**config.mk**
```make
export PLATFORM = sky130hd
export DESIGN_NAME = mux_nx1_pipe
export DESIGN_NICKNAME = d
export VERILOG_FILES = /design/src/rtl/mux_nx1_pipe.sv
export SDC_FILE = /design/constraint.sdc
export NUM_CORES = 1
export LEC_CHECK = 0
export ABC_AREA = 0
export ABC_CLOCK_PERIOD_IN_PS = 1600
export BUFFER_PORTS_ARGS = -buffer_cell sky130_fd_sc_hd__buf_2
export CORE_MARGIN = 2
export CORE_UTILIZATION = 40
export DETAILED_ROUTE_END_ITERATION = 10
export MAX_ROUTING_LAYER = met4
export PLACE_DENSITY = 0.62
export SYNTH_ARGS = -nofsm -noshare
export SYNTH_HDL_FRONTEND = slang
export SYNTH_SLANG_ARGS = --single-unit
```
**constraint.sdc**
```tcl
create_clock -name Clk -period 1.6 [get_ports Clk]
set_input_delay 0.08 -clock Clk [delete_from_list [all_inputs] [get_ports Clk]]
set_output_delay 0.08 -clock Clk [all_outputs]
set_load 0.03 [all_outputs]
```
**src/rtl/mux_nx1_pipe.sv**
```systemverilog
// N-input, W-bit selector feeding a 2-entry skid buffer with a flow-controlled output.
// Optional out-of-range select counter (ErrCount) is built when MUX_ERR_COUNT_EN is defined.
module mux_nx1_pipe #(
    parameter int W     = 5,
    parameter int N     = 3,
    parameter int SEL_W = 2
) (
    input  logic             Clk,
    input  logic             Reset,
    input  logic [N*W-1:0]   In,
    input  logic [SEL_W-1:0] Sel,
    input  logic             InValid,
    output logic             InReady,
    output logic [W-1:0]     Out,
    output logic             OutValid,
    input  logic             OutReady,
    output logic             SelErr
`ifdef MUX_ERR_COUNT_EN
    ,
    output logic [15:0]      ErrCount
`endif
);

    localparam int NCH = 1 << SEL_W;
    localparam logic [SEL_W:0] N_LIM = (SEL_W + 1)'(N);

    generate
        if (N < 2 || N > NCH) begin : g_bad_param
            $error("mux_nx1_pipe: N must lie in 2..2**SEL_W");
        end
    endgenerate

    typedef enum logic [1:0] {
        EMPTY = 2'd0,
        ONE   = 2'd1,
        FULL  = 2'd2
    } state_t;

    // Channels beyond N read as zero so every Sel value indexes a defined slot.
    logic [W-1:0] chan [NCH];

    genvar gi;
    generate
        for (gi = 0; gi < NCH; gi++) begin : g_chan
            if (gi < N) begin : g_live
                assign chan[gi] = In[gi*W +: W];
            end else begin : g_pad
                assign chan[gi] = '0;
            end
        end
    endgenerate

    logic         sel_err;
    logic [W-1:0] sel_data;
    logic         push;
    logic         pop;

    state_t       state_reg;
    logic [W-1:0] head_data_reg;
    logic         head_err_reg;
    logic [W-1:0] tail_data_reg;
    logic         tail_err_reg;

    assign sel_err  = ({1'b0, Sel} >= N_LIM);
    assign sel_data = sel_err ? '0 : chan[Sel];

    assign InReady  = (state_reg != FULL);
    assign OutValid = (state_reg != EMPTY);
    assign Out      = head_data_reg;
    assign SelErr   = head_err_reg;

    assign push = InValid && InReady;
    assign pop  = OutValid && OutReady;

    // Vacated entries are zeroed so Out/SelErr read 0 whenever the buffer is empty.
    always_ff @(posedge Clk or posedge Reset) begin
        if (Reset) begin
            state_reg     <= EMPTY;
            head_data_reg <= '0;
            head_err_reg  <= 1'b0;
            tail_data_reg <= '0;
            tail_err_reg  <= 1'b0;
        end else begin
            case (state_reg)
                EMPTY: begin
                    if (push) begin
                        head_data_reg <= sel_data;
                        head_err_reg  <= sel_err;
                        state_reg     <= ONE;
                    end
                end
                ONE: begin
                    if (push && pop) begin
                        head_data_reg <= sel_data;
                        head_err_reg  <= sel_err;
                    end else if (push) begin
                        tail_data_reg <= sel_data;
                        tail_err_reg  <= sel_err;
                        state_reg     <= FULL;
                    end else if (pop) begin
                        head_data_reg <= '0;
                        head_err_reg  <= 1'b0;
                        state_reg     <= EMPTY;
                    end
                end
                FULL: begin
                    if (pop) begin
                        head_data_reg <= tail_data_reg;
                        head_err_reg  <= tail_err_reg;
                        tail_data_reg <= '0;
                        tail_err_reg  <= 1'b0;
                        state_reg     <= ONE;
                    end
                end
                default: begin
                    head_data_reg <= '0;
                    head_err_reg  <= 1'b0;
                    tail_data_reg <= '0;
                    tail_err_reg  <= 1'b0;
                    state_reg     <= EMPTY;
                end
            endcase
        end
    end

`ifdef MUX_ERR_COUNT_EN
    logic [15:0] err_count_reg;

    always_ff @(posedge Clk or posedge Reset) begin
        if (Reset) begin
            err_count_reg <= '0;
        end else if (push && sel_err && (err_count_reg != 16'hFFFF)) begin
            err_count_reg <= err_count_reg + 16'd1;
        end
    end

    assign ErrCount = err_count_reg;
`endif

endmodule
```
==> impl_results.md <==
- Starting DRT DRC Count: 20
- Row cnt: 17
- FF+latch area: 351.6 sq um
- CTS tree: built
- Seq cells post-synth: 14
- F_max: 690.7 MHz
- Run status: finished clean
- # fillers: 220
- Input/output buffers: 28
- Syn avg cell area: 9.353 sq um
- Max incr delay on CP: 0.54 ns
- Post-Synth XOR/XNOR Area: 0.01854
- Clk_lat worst skew: 0.28 ns
- Die Ht: 52.60 um
- Hold Vio Cnt, Final: 0
- DRT Wirelength: 2.239 mm
- Fin nets: 150
- Simple-gate share of the synthesized area: 0.1497
- Global-route congestion overflow total: 0
- Synth warn: 0
- Post-synth top area share: 0.3709
- Synth area leader: dfrtp_1
- DIE AREA: 2766 sq um
- Fin. max-slew vios: 0
- Worst-path fanout max: 12
- Final Total Pwr: 1.395 mW
- Ports: 29
- Skew final: 0.006506 ns
- Routed length per placed instance: 14.45 um
- Multi-input gate area: 535.5 sq um
- Max Cap Violations: 0
- Total track usage: 0.1754
- Placed cell area: 1084 sq um
- Ant. Diodes: 0
- Worst Setup End Kind: output port
- Switching pwr: 0.5753 mW
- Critical path class: reg -> out
- First-pass GRT wire length: 3.456 mm
- Multiplexer share of the synthesized area: 0.1192
- Post-synthesis adder-cell area fraction: 0
- Synth Area in Compound Gates: 0.2795
- CTS buffer count: 3
- Synthesized area: 944.7 sq um
- Placer Congestion: 0.8038
- Setup_tns: 0 ns
- Synth top area cells: dfrtp_1, mux2i_1, nand2_1
- Vias per cell: 5.613
- Vias in the first global route: 749
- Actual slew at the worst max-slew pin: 0.5307 ns
- Mapped Cells: 101
- Worst path cell trace: or2_2 -> buf_2
- Post-CTS Setup Inserts: 0
- Root Driver: clkbuf_4
- Ratio of cells with drive above 1 in the final layout: 0.3386
- Core region area: 2212 sq um
- Count of different cell masters after synthesis: 32
- Clock transition at path regs: 0.09 ns
- Clock Path Buffers: 2
- Syn nets: 122
- Initial antenna violation count: 0
- Leakage: 0.5481 nW
- Die Wd: 52.60 um
- Routed via count: 870
- Min Hold Slack: 0.2152 ns
- Comb power frac: 0.416
- DRC viols: 0
- CP arrival: 1.37 ns
- DP HPWL: 1.647 mm
- # clock sinks: 14
- Final instance area: 1117 sq um
- Switching Fraction: 0.4125
- Seq pwr share: 0.440
- Crit-path slowest cell: dfrtp_1
- Count of final setup violators: 0
- Min Tclk post-route: 1.448 ns
- Initial Util: 0.4270
- Critical path launch point type: register
- Crit path required time: 1.52 ns
- Largest net degree at the start of global routing: 19
- PwrDens: 1248 nW/um^2
- Seq/Total Area, Yosys: 0.3709
- H-tree depth: 1
- Final period utilization: 0.9049
- DRT Pass-1 Iters: 4
- Hold Crit Class: in -> reg
- RSZ-0062 raised after global routing: false
- Internal power: 0.8194 mW
- Worst vdd ir: 0.6086 mV
- Max-slew headroom: 0.6458
- Area delta synth->final: 18.28%
- Clock Power Share: 0.144
- Largest family of logic cells by synthesized area: compound AO/OA/AOI/OAI gates
- ANT nets after route: 0
[kinds of logic (layout without fill, tap and decap cells)]
kind of cell	Yosys count	after routing
xor gates and xnor gates	2	2
AOI/OAI and AO/OA	36	36
and+or+nand+nor	28	28
buffers and inverters	11	37
DFF	14	14
muxes	10	10
[worst max-delay path: cells and delay by family (launching register included)]
kind,cells,cell delay [ns]
buffers and inverters,1,0.18
flip-flops,1,0.54
AND/OR/NAND/NOR,1,0.37
[per-layer routing]
metal	global-route usage	wire length, um	up-vias
met1	0.2342	1105	409
met2	0.2604	962	29
met3	0.03714	148	4
met5	-	0	-
met4	0.06838	23	0
li1	-	-	428
[final cells by class]
class	instances	area share
well taps	28	0.03136
flip-flops and latches	14	0.3147
multi-input cells	76	0.4793
inverters	4	0.01344
repair buffers	30	0.1411
clock buffers	3	0.02016
[cell usage after synthesis, drive strengths merged]
| cell | count |
|---|---|
| o32ai | 1 |
| and3b | 1 |
| a21oi | 3 |
| and2 | 1 |
| a31oi | 1 |
| nand3b | 4 |
| nand2b | 1 |
| buf | 7 |
| mux2i | 6 |
| dfrtp | 14 |
| o21ai | 3 |
| a2bb2oi | 1 |
| a22o | 1 |
| o221ai | 4 |
| nor2b | 1 |
| nor2 | 2 |
| a22oi | 5 |
| a21o | 4 |
| xor2 | 1 |
| mux2 | 4 |
| a32oi | 1 |
| xnor2 | 1 |
| nand2 | 17 |
| or2 | 1 |
| inv | 4 |
| o22ai | 8 |
| o21a | 4 |
[metrics by stage]
stage	util	setup slack [ns]	cells
after detailed placement	0.4898	0.2000	151
after global routing	0.5051	0.06127	155
final	0.5051	0.1522	155
after global placement	0.4898	0.2499	151
after floorplan	-	0.2746	101
after CTS	0.5045	0.03794	155
[layout by cell type, fill, tap and decap left out, types with 2 or more instances in the layout]
cell type / netlist / final
nand3b_1: 4 / 4
o221ai_1: 4 / 4
a22oi_1: 3 / 3
mux2_4: 2 / 2
clkbuf_4: 0 / 3
mux2_2: 2 / 2
nor2_1: 2 / 2
a22oi_2: 2 / 2
a21oi_1: 3 / 3
buf_2: 5 / 28
a21o_1: 4 / 4
nand2_1: 16 / 16
o22ai_1: 8 / 8
inv_1: 4 / 4
mux2i_1: 6 / 6
o21ai_0: 3 / 3
dfrtp_1: 14 / 13
o21a_1: 4 / 4
[power groups by stage]
stage	Combinational (mW)	Sequential, mW	Clock, mW
3_3_place_gp	0.569	0.609	0
2_1_floorplan	0.402	0.632	0
3_5_place_dp	0.575	0.613	0
4_1_cts	0.583	0.606	0.207
6_report	0.580	0.613	0.201
5_1_grt	0.634	0.631	0.226
[worst paths after layout]
kind,from,end,slack (ns),depth (start not counted)
setup / recovery,state_reg[1],OutValid,0.15,2
hold / removal,InValid,state_reg[0],0.22,3
setup reg to reg,state_reg[1],Out[1],0.21,4
hold reg to reg,SelErr,SelErr,0.53,1
max in group asynchronous,Reset,state_reg[0],0.85,3
min in group asynchronous,Reset,Out[4],0.37,3
[timing repair]
| action | in CTS | in global routing |
|---|---|---|
| hold buffers | 1 | 0 |
| endpoints found under the setup margin | 0 | 1 |
| gates resized for setup | 0 | 1 |
| endpoints found under the hold margin | 14 | 0 |
Note: power is estimated with default switching activity, not from simulation.
